--- config.mk ---
export PLATFORM = sky130hd
export DESIGN_NAME = dmem_arbiter
export DESIGN_NICKNAME = d
export VERILOG_FILES = /design/src/rtl/dmem_arbiter.sv
export SDC_FILE = /design/constraint.sdc
export NUM_CORES = 1
export LEC_CHECK = 0
export BUFFER_PORTS_ARGS = -buffer_cell sky130_fd_sc_hd__buf_2
export CORE_AREA = 2 2 117 119
export CTS_BUF_LIST = sky130_fd_sc_hd__clkbuf_16
export CTS_CLUSTER_DIAMETER = 40
export DETAILED_ROUTE_END_ITERATION = 12
export DIE_AREA = 0 0 119 121
export PLACE_DENSITY = 0.64
export SLEW_MARGIN = 0
export SYNTH_ARGS = -nofsm -noshare
export SYNTH_HDL_FRONTEND = slang
export SYNTH_SLANG_ARGS = --single-unit
--- constraint.sdc ---
create_clock -name clk -period 1.7 [get_ports clk]
set_clock_uncertainty 0.15 [all_clocks]
set_input_delay 0.34 -clock clk [delete_from_list [all_inputs] [get_ports clk]]
set_output_delay 0.34 -clock clk [all_outputs]
set_load 0.005 [all_outputs]
--- src/rtl/dmem_arbiter.sv ---
// dmem_arbiter: shares the single-port dmem between the pipeline (P) and DMA (D).
// Ports: clk/reset; p_* pipeline side; d_* DMA side; mem_* to the dmem instance.
module dmem_arbiter #(
  parameter int STARVE_MAX = 4,
  parameter int CW         = 4
) (
  input  logic        clk,
  input  logic        reset,
  input  logic        p_req,
  input  logic        p_we,
  input  logic [31:0] p_addr,
  input  logic [31:0] p_wdata,
  output logic [31:0] p_rdata,
  output logic        p_stall,
  input  logic        d_req,
  input  logic        d_we,
  input  logic [31:0] d_addr,
  input  logic [31:0] d_wdata,
  output logic        d_gnt,
  output logic [31:0] d_rdata,
  output logic        d_rvalid,
  output logic        mem_we,
  output logic [31:0] mem_a,
  output logic [31:0] mem_wd,
  input  logic [31:0] mem_rd
);

  typedef enum logic [1:0] {
    IDLE,
    PIPE,
    DMA
  } sel_t;

  sel_t          sel;
  sel_t          selNext;
  logic [CW-1:0] starve;
  logic [CW-1:0] starveNext;
  logic          forceD;
  logic          grantD;
  logic          grantP;

  // D is never force-granted twice in a row over a requesting P.
  always_comb begin
    forceD = d_req & (starve >= CW'(STARVE_MAX));
    grantD = d_req & (!p_req | forceD);
    if (forceD & p_req & (sel == DMA))
      grantD = 1'b0;
    grantP = p_req & !grantD;
  end

  always_comb begin
    selNext = IDLE;
    unique case (1'b1)
      grantD:  selNext = DMA;
      grantP:  selNext = PIPE;
      default: selNext = IDLE;
    endcase
  end

  always_comb begin
    starveNext = '0;
    if (d_req & !grantD)
      starveNext = (starve == '1) ? starve
                 : starve + CW'(1);
  end

  always_ff @(posedge clk or posedge reset) begin
    if (reset) begin
      sel    <= IDLE;
      starve <= '0;
    end else begin
      sel    <= selNext;
      starve <= starveNext;
    end
  end

  always_ff @(posedge clk or posedge reset) begin
    if (reset) begin
      d_rdata  <= '0;
      d_rvalid <= 1'b0;
    end else if (grantD & !d_we) begin
      d_rdata  <= mem_rd;
      d_rvalid <= 1'b1;
    end else begin
      d_rvalid <= 1'b0;
    end
  end

  // Idle cycles present the pipeline address so its
  // async read path needs no extra mux select.
  always_comb begin
    mem_a   = grantD ? d_addr  : p_addr;
    mem_wd  = grantD ? d_wdata : p_wdata;
    mem_we  = 1'b0;
    if (!reset)
      mem_we = grantD ? d_we : (grantP & p_we);
  end

  assign p_rdata = mem_rd;
  assign d_gnt   = !reset & grantD;
  assign p_stall = !reset & p_req & grantD;

endmodule

Word level (Yosys, flattened, before mapping)
Cells that the tools add are included.
{"block": "op_classes", "n_bitwise": 12, "addsub": 1, "eq_ne": 3, "order_cmp": 1, "reduce_logical": 4, "muxes": 9}
{"cell": "32-bit 2-to-1 mux", "n": 2}
{"cell": "1-bit bitwise AND", "n": 11}
{"cell": "4-bit 2-to-1 mux", "n": 2}
{"cell": "4-bit by 1-bit adder with 4-bit output, second input constant", "n": 1}
{"cell": "4-bit equality test, second input constant", "n": 1}
{"cell": "4-bit by 3-bit greater-or-equal comparator with 1-bit output, second input constant", "n": 1}
{"cell": "1-bit zero test", "n": 4}
{"cell": "1-bit 2-to-1 mux", "n": 4}
{"cell": "2-bit one-hot mux with 2 select lines", "n": 1}
{"cell": "2-bit equality test, second input constant", "n": 1}
{"cell": "2-bit != test, second input constant", "n": 1}
{"cell": "1-bit bitwise OR", "n": 1}
{"block": "totals", "output_inout_bits": 132, "regBits": 39, "word_cells": 34}

Logic depth before layout (Yosys ltp)
Gate-level depths: netlist of the first run.
{"block": "depth", "word_depth": 10, "depth_mapped": 6, "mapped_depth_nobuf": 4}

Worst setup path after synthesis of the first run
OpenSTA, ideal clock, no wires.
{"block": "synth_path", "path_kind": "flip-flop to output port", "startpoint": "reg starve[2]", "endpoint": "out mem_a[12]", "path_stages_with_launch": 7, "t_arrival_ns": 1.381, "setup_slack_ns": -0.171, "path_cell_list": "dfrtp_1 > nor2_2 > o21ai_2 > nand2_1 > buf_6 > buf_6 > mux2_4"}
{"block": "synth_between", "elab_chain_cells": 6, "word_cells_on_any_way": 8, "cone_classes": "order compare: 1; mux: 2; bitwise: 5"}
{"item": "start, declared", "line_no": "36", "source": "logic [CW-1:0] starve;"}
{"item": "start signal, assigned", "line_no": "73", "source": "starve <= starveNext;"}
{"item": "4-bit by 3-bit greater-or-equal comparator with 1-bit output (*)", "line_no": "44", "source": "forceD = d_req & (starve >= CW'(STARVE_MAX));"}
{"item": "1-bit bitwise AND (*)", "line_no": "44"}
{"item": "1-bit bitwise OR / 1-bit bitwise AND (equally long branches)", "line_no": "45, 46"}
{"item": "1-bit bitwise AND, on equally long branches", "line_no": "45, 46"}
{"item": "1-bit 2-to-1 mux (*)", "line_no": "46", "source": "if (forceD & p_req & (sel == DMA))"}
{"item": "32-bit 2-to-1 mux (*)", "line_no": "92", "source": "mem_a = grantD ? d_addr : p_addr;"}
{"item": "end, declared", "line_no": "23", "source": "output logic [31:0] mem_a,"}
Every way passes the cells marked *; elsewhere a longest branch is shown, timed or not.

Final worst setup path of the first run
{"block": "layout_path", "startpoint": "reg starve[2]", "endpoint": "out mem_wd[20]"}
{"block": "layout_between", "elab_chain_cells": 6, "word_cells_on_any_way": 8, "cone_classes": "order compare: 1; mux: 2; bitwise: 5"}
{"item": "4-bit by 3-bit greater-or-equal comparator with 1-bit output (*)", "line_no": "44"}
{"item": "1-bit bitwise AND (*)", "line_no": "44"}
{"item": "1-bit bitwise OR / 1-bit bitwise AND (equally long branches)", "line_no": "45, 46"}
{"item": "1-bit bitwise AND, on equally long branches", "line_no": "45, 46"}
{"item": "1-bit 2-to-1 mux (*)", "line_no": "46"}
{"item": "32-bit 2-to-1 mux (*)", "line_no": "93", "source": "mem_wd = grantD ? d_wdata : p_wdata;"}
{"item": "end, declared", "line_no": "24", "source": "output logic [31:0] mem_wd,"}
Marks and branches as above.

==> results of run 1 <==
-- state kept, by name, indices dropped and copies added (netlist names) --
signal    cells
d_rdata      32
d_rvalid      1
sel           2
starve        4
-- where the power goes --
part | total [mW] | switching, mW | internal [mW]
Clock | 1.06 | 0.368 | 0.692
Sequential | 1.15 | 0.0767 | 1.08
Combinational | 1.19 | 0.418 | 0.769
Total | 3.40 | 0.862 | 2.54
-- cell usage after synthesis, types with 2 or more instances --
cell type	count
buf_2	2
buf_4	32
buf_6	8
dfrtp_1	39
inv_1	3
mux2_2	58
mux2_4	38
nand2_1	4
nand3_1	4
nor2_1	6
nor3_1	3
-- metal layers --
layer / vias up / GRT usage (%)
met5: - / 0
met4: 2 / 4.092
li1: 1307 / -
met2: 157 / 25.50
met3: 14 / 3.289
met1: 1297 / 16.78
-- stage by stage --
step	hold WS [ps]	instance area, um2	total power, mW	worst slack (ps)
after floorplan	338.9	2754	1.662	-134.5
after global placement	195.3	4267	2.154	-211.1
after detailed placement	214.3	4267	2.180	-259.6
after CTS	149.8	4820	3.365	-529.5
after global routing	142.8	4970	3.589	-598.2
final	149.8	4972	3.401	-540.8
-- final cells by class --
class / count / share of cell area, %
sequential: 39 / 19.63
timing repair buffer: 328 / 40.76
clock inverter: 3 / 0.8807
multi-input combinational: 127 / 31.40
tap: 176 / 4.429
clock buffer: 5 / 2.516
inverter: 3 / 0.2265
antenna: 3 / 0.1510
-- cells in the final DEF (no fill, tap or decap), types with 2 or more instances in the layout --
cell type,count
buf_2,276
buf_12,9
mux2_4,60
buf_8,2
buf_4,11
mux2_2,36
nand3_1,3
clkbuf_16,5
buf_6,28
nand2_1,3
dfrtp_1,39
nor3_1,2
nor2_1,6
inv_1,2
diode_2,3
-- logic make-up (layout without fill, tap and decap cells) --
kind of cell,Yosys count,in the layout,share of synthesized area (%)
compound gates,5,5,1.283
other cells,0,3,0
simple gates,22,23,4.031
fa+ha+maj,1,1,0.4580
flops,39,39,35.73
mux,97,97,45.17
buf+inv,46,339,13.01
xor+xnor,1,1,0.3207
-- worst register-to-register path, delay by kind of cell, from the launching register on --
kind,cells,cell delay [ps]
and+or+nand+nor,2,240
AOI/OAI and AO/OA,1,90
DFF,1,410
buffers and inverters,6,730
muxes,1,330
-- worst min path at each step --
stage               depth (start not counted)           to  slack (ps)  startpoint
floorplan                                   1       sel[0]         340       p_req
global placement                            2       sel[0]         200       reset
detailed placement                          2       sel[1]         210       reset
CTS                                         2  d_rdata[30]         150  mem_rd[30]
global route                                2  d_rdata[26]         140  mem_rd[26]
finish                                      2  d_rdata[26]         150  mem_rd[26]
-- repair_timing --
action,4_1_cts,5_1_grt
hold buffers,1,0
endpoints found under the setup margin,99,100
gates resized for setup,34,48
gates cloned,5,0
setup buffers,11,5
pin swaps,3,5
endpoints found under the hold margin,6,0
==> summary.txt, run 1 <==
OUTCOME
------------------------------------------------------------------------------------
Run status ............................................................ complete, but fails checks
Violations in the final reports ....................................... negative setup slack

SETUP PATH
------------------------------------------------------------------------------------
Reg2Reg Capture Point .................................................  d_rdata[29]
Data required, critical path ..........................................      1210 ps
Arrival time at the worst endpoint ....................................      1750 ps
Top cell family by delay on the critical path .........................   flip-flops
Reg2reg setup slack ...................................................      -360 ps
Start point of the critical path ......................................    starve[2]
Crit-path slowest cell ................................................      dfrtp_1
Worst flop-to-flop path startpoint ....................................    starve[2]
Path length in cells of the critical path .............................            6
Capturing instance or port of the critical path .......................   mem_wd[20]
Largest stage delay, worst path .......................................       410 ps
Kind of critical path .................................................   reg -> out
Cell depth of the worst flop-to-flop path .............................           10
Sum of buffers and inverters on the critical path .....................            2
Critical Path End Type ................................................   output pin
Crit-path cells ....................................................... nor2_4, o21ai_4, nand2_4, buf_12, mux2_2, buf_2
Highest fanout seen on the critical path ..............................           25
Worst setup SP type ...................................................    flip-flop

DETAILED ROUTING
------------------------------------------------------------------------------------
Drt initial violations ................................................           48
Sum of met2 wire segment lengths after detailed routing ...............     5.795 mm
DR pass1 iterations ...................................................            4
Highest Signal Layer ..................................................         met5
Met1 wire length ......................................................     4.192 mm
Antenna viol nets, final ..............................................            0
Per-cell via count in the routed design ...............................        4.060
Mean routed wirelength per cell .......................................     16.18 um
DRC violation count after routing .....................................            0
Total wirelength of the detailed-routed design ........................     11.07 mm
Vias after detailed routing ...........................................         2777
Detailed-routed wire length on met3 ...................................       858 um

CELLS AND AREA
------------------------------------------------------------------------------------
Area growth from synthesis to layout ..................................       82.04%
Share of layout cells above drive strength 1 ..........................       87.52%
Fin cells .............................................................          684
Count of fill cells added during filler insertion .....................         1292
# nets final ..........................................................          671
Sequential Area .......................................................    975.9 um2
Area occupied by multi-input gates ....................................     1562 um2
Util after Layout .....................................................       38.00%

SYNTHESIS
------------------------------------------------------------------------------------
Number of register bits inferred by synthesis .........................           39
Fraction of synthesis flops using an asynchronous set or reset pin ....       100.0%
Post-synth top area share .............................................       35.73%
Predominant post-synthesis flop cell ..................................      dfrtp_1
Post-Syn Nets .........................................................          378
Post-synth EDFFs ......................................................            0
Synthesized instance count ............................................          211
Total number of yosys warnings ........................................            0
Main area contributors after synthesis ................................ dfrtp_1 36%, mux2_2 24%, mux2_4 21%
Cell Area, Synth ......................................................     2731 um2
Cell type with the highest aggregate area in the netlist ..............      dfrtp_1
Sequential area share after synthesis .................................       35.73%
Distinct cells, synth .................................................           25
Post-synthesis area per instance ......................................    12.94 um2

CLOCK NETWORK
------------------------------------------------------------------------------------
CTS Buf Count .........................................................            5
CTS tree ..............................................................         done
Clock Tree Buf Depth ..................................................            2
H-tree Lvls ...........................................................            2
CTS clock-pin slew for the worst setup and hold paths .................        60 ps
Sink Count ............................................................           39
Insertion delay to the later sink of the worst-skew pair ..............       280 ps
Clock root buffer .....................................................    clkbuf_16

FLOORPLAN
------------------------------------------------------------------------------------
Die height ............................................................       121 um
Die area ..............................................................    14400 um2
Boundary Pins .........................................................          298
Std cell rows .........................................................           42
Core Region ...........................................................    13090 um2
Effective utilization at floorplan ....................................       20.87%
Die boundary width ....................................................       119 um

TIMING
------------------------------------------------------------------------------------
Tightest Pin Transition ...............................................     321.2 ps
Final slew viol count .................................................            0
Aggregate negative setup slack ........................................    -43260 ps
Setup slack after layout ..............................................    -540.8 ps
Fmax ..................................................................    446.3 MHz
RSZ-0062 raised after global routing ..................................          yes
Max-slew headroom at the worst pin ....................................       78.56%
Final Hold Viols ......................................................            0
Fraction of the cycle the final worst path needs ......................       131.8%
Final number of setup-violating endpoints .............................          100
Post-layout minimum cycle time ........................................      2241 ps

PWR
------------------------------------------------------------------------------------
Leakage power of the design ...........................................     2.816 nW
Maximum ir drop on the vdd rail .......................................  0.0005171 V
Power per Cell Area ................................................... 683.9 nW/um2

PLACEMENT
------------------------------------------------------------------------------------
Number of cells in the design after placement .........................          657
Weighted congestion at the end of routability-driven global placement .       0.7538
Number of buffers inserted by port buffering ..........................          297
Half-perimeter wire length after placement ............................     9.035 mm

GLOBAL ROUTE
------------------------------------------------------------------------------------
Global-route wire length before repair ................................     15.64 mm
Remaining global-route overflow .......................................            0
Initial antenna violation count .......................................            7
Pin count of the biggest net entering global routing ..................           34
Overall global routing resource usage .................................       14.17%
Vias in the first global route ........................................         2804

RUN
------------------------------------------------------------------------------------
Max-cap check violation count .........................................            0

WORST HOLD PATH
------------------------------------------------------------------------------------
Worst min-delay path class ............................................    in -> reg

No activity file was read; power rests on OpenSTA's default activity.
==> run 2: changes to the inputs <==
--- a/config.mk
+++ b/config.mk
@@ -5,7 +5,8 @@
 export SDC_FILE = /design/constraint.sdc
 export NUM_CORES = 1
 export LEC_CHECK = 0
-export BUFFER_PORTS_ARGS = -buffer_cell sky130_fd_sc_hd__buf_2
+export BUFFER_PORTS_ARGS = -buffer_cell sky130_fd_sc_hd__buf_4
+export CAP_MARGIN = 20
 export CORE_AREA = 2 2 117 119
 export CTS_BUF_LIST = sky130_fd_sc_hd__clkbuf_16
 export CTS_CLUSTER_DIAMETER = 40
==> summary.txt, run 2 (same netlist as run 1, synthesis figures left out) <==
GLOBAL ROUTE
------------------------------------------------------------------------------------
Global-route wire length before repair ................................     16.62 mm   was 15.64 mm
Initial antenna violation count .......................................            3   was 7
Overall global routing resource usage .................................       15.07%   was 14.17%
Vias in the first global route ........................................         2859   was 2804
Remaining global-route overflow .......................................            0   unchanged
Pin count of the biggest net entering global routing ..................           34   unchanged

TIMING
------------------------------------------------------------------------------------
Setup slack after layout ..............................................    -513.2 ps   was -540.8 ps
Final slew viol count .................................................            0   unchanged
RSZ-0062 raised after global routing ..................................          yes   unchanged
Final number of setup-violating endpoints .............................           99   was 100
Final Hold Viols ......................................................            0   unchanged
Aggregate negative setup slack ........................................    -38840 ps   was -43260 ps
Fraction of the cycle the final worst path needs ......................       130.2%   was 131.8%
Max-slew headroom at the worst pin ....................................       79.15%   was 78.56%
Post-layout minimum cycle time ........................................      2213 ps   was 2241 ps
Tightest Pin Transition ...............................................     312.5 ps   was 321.2 ps
Fmax ..................................................................    451.8 MHz   was 446.3 MHz

DETAILED ROUTING
------------------------------------------------------------------------------------
Vias after detailed routing ...........................................         2749   was 2777
Drt initial violations ................................................           49   was 48
Antenna viol nets, final ..............................................            0   unchanged
Total wirelength of the detailed-routed design ........................     11.82 mm   was 11.07 mm
DRC violation count after routing .....................................            0   unchanged
Per-cell via count in the routed design ...............................        4.049   was 4.060
DR pass1 iterations ...................................................            4   unchanged
Mean routed wirelength per cell .......................................     17.40 um   was 16.18 um

FLOORPLAN
------------------------------------------------------------------------------------
Boundary Pins .........................................................          298   unchanged
Effective utilization at floorplan ....................................       20.87%   unchanged
Die area ..............................................................    14400 um2   unchanged
Core Region ...........................................................    13090 um2   unchanged
Std cell rows .........................................................           42   unchanged
Die height ............................................................       121 um   unchanged
Die boundary width ....................................................       119 um   unchanged

SETUP PATH
------------------------------------------------------------------------------------
Reg2reg setup slack ...................................................      -260 ps   was -360 ps
Worst flop-to-flop path startpoint ....................................       sel[1]   was starve[2]
Highest fanout seen on the critical path ..............................            9   was 25
Kind of critical path .................................................   reg -> out   unchanged
Critical Path End Type ................................................   output pin   unchanged
Reg2Reg Capture Point .................................................  d_rdata[12]   was d_rdata[29]
Data required, critical path ..........................................      1210 ps   about the same
Worst setup SP type ...................................................    flip-flop   unchanged
Arrival time at the worst endpoint ....................................      1720 ps   was 1750 ps
Cell depth of the worst flop-to-flop path .............................            9   was 10

CELLS AND AREA
------------------------------------------------------------------------------------
Commonest cells after routing, fill and taps aside .................... 268 x buf_4, 56 x mux2_2, 41 x buf_6   was 276 x buf_2, 60 x mux2_4, 39 x dfrtp_1
Leading cell type in the layout, fill and taps excluded ...............        buf_4   was buf_2
# nets final ..........................................................          667   was 671
Count of fill cells added during filler insertion .....................         1210   was 1292
Number of flip-flops under the largest register name ..................           32   unchanged
Leading registers by flop count ....................................... d_rdata x32, starve x4, sel x2   unchanged
Area growth from synthesis to layout ..................................       107.8%   was 82.04%
Register bank with the most flops .....................................      d_rdata   unchanged
Final design area excluding fillers ...................................     5677 um2   was 4972 um2
Fin cells .............................................................          679   was 684
Share of layout cells above drive strength 1 ..........................       87.23%   was 87.52%

WORST HOLD PATH
------------------------------------------------------------------------------------
Startpoint of the tightest hold check path ............................   mem_rd[31]   was mem_rd[26]
Hold Path End .........................................................  d_rdata[31]   was d_rdata[26]
Hold Path Cell Cnt ....................................................            2   unchanged
Worst min-delay path class ............................................    in -> reg   unchanged

CLOCK NETWORK
------------------------------------------------------------------------------------
CTS Buf Count .........................................................            5   unchanged
Sink Count ............................................................           39   unchanged
CTS tree ..............................................................         done   unchanged
Insertion delay to the later sink of the worst-skew pair ..............       270 ps   was 280 ps
CTS clock-pin slew for the worst setup and hold paths .................        70 ps   was 60 ps
H-tree Lvls ...........................................................            2   unchanged
Clock Tree Buf Depth ..................................................            2   unchanged
Clock root buffer .....................................................    clkbuf_16   unchanged

PLACEMENT
------------------------------------------------------------------------------------
Number of cells in the design after placement .........................          653   was 657
Half-perimeter wire length after placement ............................     9.472 mm   was 9.035 mm
Weighted congestion at the end of routability-driven global placement .       0.7401   was 0.7538
Placed cell area ......................................................     4980 um2   was 4267 um2
Number of buffers inserted by port buffering ..........................          297   unchanged

OUTCOME
------------------------------------------------------------------------------------
Violations in the final reports ....................................... negative setup slack   unchanged
Run status ............................................................ complete, but fails checks   unchanged

PWR
------------------------------------------------------------------------------------
Leakage power of the design ...........................................     2.982 nW   was 2.816 nW
Power per Cell Area ................................................... 643.7 nW/um2   was 683.9 nW/um2
Maximum ir drop on the vdd rail .......................................  0.0003996 V   was 0.0005171 V

RUN
------------------------------------------------------------------------------------
Max-cap check violation count .........................................            0   unchanged

## run 2: how the worst max path moves through the flow
stage                    from         end  cells past startpoint
floorplan           starve[3]   mem_a[12]                      6
CTS                    sel[1]   mem_wd[7]                      6
detailed placement  starve[3]    mem_a[0]                      6
finish              starve[2]  mem_wd[31]                      6
global route        starve[2]  mem_wd[31]                      6
global placement    starve[3]  mem_wd[28]                      6
## run 2: report_power, final
group / internal, mW / total, mW / switching, mW
Clock: 0.692 / 1.07 / 0.378
Combinational: 0.990 / 1.43 / 0.436
Sequential: 1.08 / 1.16 / 0.0792
Total: 2.76 / 3.65 / 0.894
## run 2: what timing repair did
item | in CTS | in global routing
gates cloned | 6 | 1
pin swaps | 3 | 3
endpoints found under the hold margin | 6 | 0
resized for setup | 40 | 22
buffers inserted | 8 | 1
hold buffers | 1 | 0
setup endpoints to repair | 99 | 99
## run 2: area by class of cell
| class | count | area, um2 | share of cell area [%] |
|---|---|---|---|
| repair buffers | 325 | 2829 | 49.83 |
| multi-input cells | 126 | 1466 | 25.83 |
| flip-flops and latches | 39 | 975.9 | 17.19 |
| well taps | 176 | 220.2 | 3.879 |
| clock buffers | 5 | 125.1 | 2.204 |
| clock inverters | 3 | 43.79 | 0.7714 |
| inverters | 3 | 11.26 | 0.1984 |
| diodes | 2 | 5.005 | 0.08816 |
## run 2: critical path, stage by stage, from the launching register on
cell and delay (ps):
dfrtp_1 400, nor2_4 150, o21ai_4 90, nand2_8 160, buf_8 160, mux2_2 340
buf_4 140
## run 2: layer usage
layer | share of wire (%) | up-vias | global-route usage [%]
met2 | 53 | 140 | 26.98
met4 | 1.2 | 2 | 2.976
met3 | 7.6 | 6 | 4.605
met5 | 0.11 | - | 0
met1 | 38 | 1304 | 17.82
li1 | - | 1297 | -
## run 2: per-stage QoR
stage	hold WS, ps	total power [mW]	utilization, %	setup slack, ps
6_report	147.3	3.654	43.38	-513.2
5_1_grt	140.0	3.846	43.36	-578.7
4_1_cts	144.5	3.664	42.46	-550.2
3_5_place_dp	197.4	2.466	38.06	-303.7
3_3_place_gp	190.2	2.439	38.06	-252.6
2_1_floorplan	338.9	1.662	-	-134.5
==> run 3: changes to the inputs <==
--- a/config.mk
+++ b/config.mk
@@ -12,7 +12,7 @@
 export CTS_CLUSTER_DIAMETER = 40
 export DETAILED_ROUTE_END_ITERATION = 12
 export DIE_AREA = 0 0 119 121
-export PLACE_DENSITY = 0.64
+export PLACE_DENSITY = 0.59
 export SLEW_MARGIN = 0
 export SYNTH_ARGS = -nofsm -noshare
 export SYNTH_HDL_FRONTEND = slang
==> summary.txt, run 3 (same netlist as run 1, synthesis figures left out) <==
OUTCOME
------------------------------------------------------------------------------------
Run status ............................................................ complete, but fails checks   unchanged
Violations in the final reports ....................................... negative setup slack   unchanged

TIMING
------------------------------------------------------------------------------------
Fmax ..................................................................    458.0 MHz   was 451.8 MHz
Final slew viol count .................................................            0   unchanged
Aggregate negative setup slack ........................................    -36430 ps   was -38840 ps
Fraction of the cycle the final worst path needs ......................       128.4%   was 130.2%
Setup slack after layout ..............................................    -483.6 ps   was -513.2 ps
Final Hold Viols ......................................................            0   unchanged
Post-layout minimum cycle time ........................................      2184 ps   was 2213 ps
Max-slew headroom at the worst pin ....................................       66.06%   was 79.15%
Final number of setup-violating endpoints .............................           99   unchanged
Tightest Pin Transition ...............................................     509.1 ps   was 312.5 ps
RSZ-0062 raised after global routing ..................................          yes   unchanged

WORST HOLD PATH
------------------------------------------------------------------------------------
Worst min-delay path class ............................................  in -> async   was in -> reg

CELLS AND AREA
------------------------------------------------------------------------------------
Register bank with the most flops .....................................      d_rdata   unchanged
# nets final ..........................................................          665   was 667
Area occupied by multi-input gates ....................................     1468 um2   was 1466 um2
Number of flip-flops under the largest register name ..................           32   unchanged
Leading cell type in the layout, fill and taps excluded ...............        buf_4   unchanged
Final design area excluding fillers ...................................     5575 um2   was 5677 um2
Share of layout cells above drive strength 1 ..........................       87.15%   was 87.23%
Count of fill cells added during filler insertion .....................         1243   was 1210
Util after Layout .....................................................       42.61%   was 43.38%
Number of antenna cells inserted ......................................            0   was 2
Commonest cells after routing, fill and taps aside .................... 273 x buf_4, 56 x mux2_2, 40 x mux2_4   was 268 x buf_4, 56 x mux2_2, 41 x buf_6
Area growth from synthesis to layout ..................................       104.1%   was 107.8%
Sequential Area .......................................................    975.9 um2   unchanged
Leading registers by flop count ....................................... d_rdata x32, starve x4, sel x2   unchanged

PWR
------------------------------------------------------------------------------------
Fraction of power consumed by combinational cells .....................        40.7%   was 39.0%
Maximum ir drop on the vdd rail .......................................  0.0003693 V   was 0.0003996 V
Leakage power of the design ...........................................     2.945 nW   was 2.982 nW
Clock network power share .............................................        25.7%   was 29.3%
Switching share of power ..............................................       24.84%   was 24.46%
Total power consumption of the routed design ..........................     3.441 mW   was 3.654 mW
Net Sw Power ..........................................................     854.9 uW   was 893.8 uW
Power per Cell Area ................................................... 617.2 nW/um2   was 643.7 nW/um2
Cell internal power dissipation .......................................     2.586 mW   was 2.760 mW
Portion of total power attributed to sequential cells .................        33.6%   was 31.7%

SETUP PATH
------------------------------------------------------------------------------------
Kind of critical path .................................................   reg -> out   unchanged
Crit-path cells ....................................................... nor2b_4, o21ai_4, nand2_8, clkbuf_16, mux2_4, buf_6   was nor2_4, o21ai_4, nand2_8, buf_8, mux2_2, buf_4
Worst setup SP type ...................................................    flip-flop   unchanged
Crit-path slowest cell ................................................      dfrtp_1   unchanged
Top cell family by delay on the critical path .........................   flip-flops   unchanged
Largest stage delay, worst path .......................................       350 ps   was 400 ps
Arrival time at the worst endpoint ....................................      1690 ps   was 1720 ps
Highest fanout seen on the critical path ..............................           10   was 9
Data required, critical path ..........................................      1210 ps   about the same
Sum of buffers and inverters on the critical path .....................            2   unchanged
Critical Path End Type ................................................   output pin   unchanged

PLACEMENT
------------------------------------------------------------------------------------
Placed cell area ......................................................     4995 um2   was 4980 um2
Half-perimeter wire length after placement ............................     8.676 mm   was 9.472 mm
Number of buffers inserted by port buffering ..........................          297   unchanged
Worst setup slack before clock tree synthesis .........................    -259.6 ps   was -303.7 ps
Weighted congestion at the end of routability-driven global placement .       0.7858   was 0.7401

DETAILED ROUTING
------------------------------------------------------------------------------------
Antenna viol nets, final ..............................................            0   unchanged
Per-cell via count in the routed design ...............................        4.028   was 4.049
Total wirelength of the detailed-routed design ........................     11.14 mm   was 11.82 mm
Drt initial violations ................................................           52   was 49
DR pass1 iterations ...................................................            4   unchanged
Mean routed wirelength per cell .......................................     16.52 um   was 17.40 um
DRC violation count after routing .....................................            0   unchanged
Vias after detailed routing ...........................................         2715   was 2749

CLOCK NETWORK
------------------------------------------------------------------------------------
Insertion delay to the later sink of the worst-skew pair ..............       270 ps   about the same
Sink Count ............................................................           39   unchanged
Clock Tree Buf Depth ..................................................            2   unchanged
CTS Buf Count .........................................................            5   unchanged
H-tree Lvls ...........................................................            2   unchanged
Clock root buffer .....................................................    clkbuf_16   unchanged
CTS clock-pin slew for the worst setup and hold paths .................        50 ps   was 70 ps
CTS tree ..............................................................         done   unchanged

FLOORPLAN
------------------------------------------------------------------------------------
Core Region ...........................................................    13090 um2   unchanged
Die height ............................................................       121 um   unchanged
Effective utilization at floorplan ....................................       20.87%   unchanged
Die boundary width ....................................................       119 um   unchanged
Boundary Pins .........................................................          298   unchanged
Std cell rows .........................................................           42   unchanged
Die area ..............................................................    14400 um2   unchanged

GLOBAL ROUTE
------------------------------------------------------------------------------------
Remaining global-route overflow .......................................            0   unchanged
Initial antenna violation count .......................................            0   was 3
Overall global routing resource usage .................................       14.17%   was 15.07%
Vias in the first global route ........................................         2877   was 2859
Global-route wire length before repair ................................     16.07 mm   was 16.62 mm
Pin count of the biggest net entering global routing ..................           40   was 34

RUN
------------------------------------------------------------------------------------
Max-cap check violation count .........................................            0   unchanged

run 3: area by class of cell:
class	count	share of cell area [%]
timing repair buffer	323	49.53
multi-input combinational	126	26.32
sequential	39	17.50
tap	176	3.950
clock buffer	5	2.244
clock inverter	2	0.2469
inverter	3	0.2020
run 3: path summary, 6_finish.rpt:
check                      depth (start not counted)  slack [ps]     endpoint        start
min reg2reg                                        1         360  d_rdata[18]  d_rdata[18]
min                                                3          90       sel[1]        reset
min in group clk                                   2         150  d_rdata[20]   mem_rd[20]
max reg2reg                                        8        -220  d_rdata[26]       sel[1]
max                                                6        -480   mem_wd[11]       sel[1]
max in group asynchronous                          3         950   d_rdata[5]        reset
run 3: power by group through the flow:
stage	logic, mW	registers [mW]	clock network [mW]
2_1_floorplan	0.486	1.18	0
3_3_place_gp	1.28	1.16	0
3_5_place_dp	1.29	1.17	0
4_1_cts	1.40	1.16	0.923
5_1_grt	1.49	1.17	0.974
6_report	1.40	1.16	0.885
run 3: worst register-to-register path, delay by kind of cell (launching register included):
kind	cells	cell delay, ps
and+or+nand+nor	2	280
AOI/OAI and AO/OA	1	190
buffers and inverters	4	570
muxes	1	270
DFF	1	350
run 3: layer usage:
metal / vias up / track usage (%) / wire (um)
met3: 10 / 3.759 / 763
met4: 0 / 2.976 / 143
met1: 1280 / 16.05 / 4192
met5: - / 0 / 0
met2: 141 / 26.58 / 6037
li1: 1284 / - / -
run 3: timing repair:
item / CTS / global route
setup endpoints to repair: 99 / 99
setup buffers: 5 / 0
pin swaps: 2 / 2
cloned: 4 / 3
resized for setup: 49 / 2
hold buffers: 0 / 0
run 3: per-stage QoR:
stage	cells	hold WS, ps
floorplan	211	338.9
global placement	655	340.9
detailed placement	655	343.9
CTS	671	118.2
global route	674	147.6
finish	674	93.24
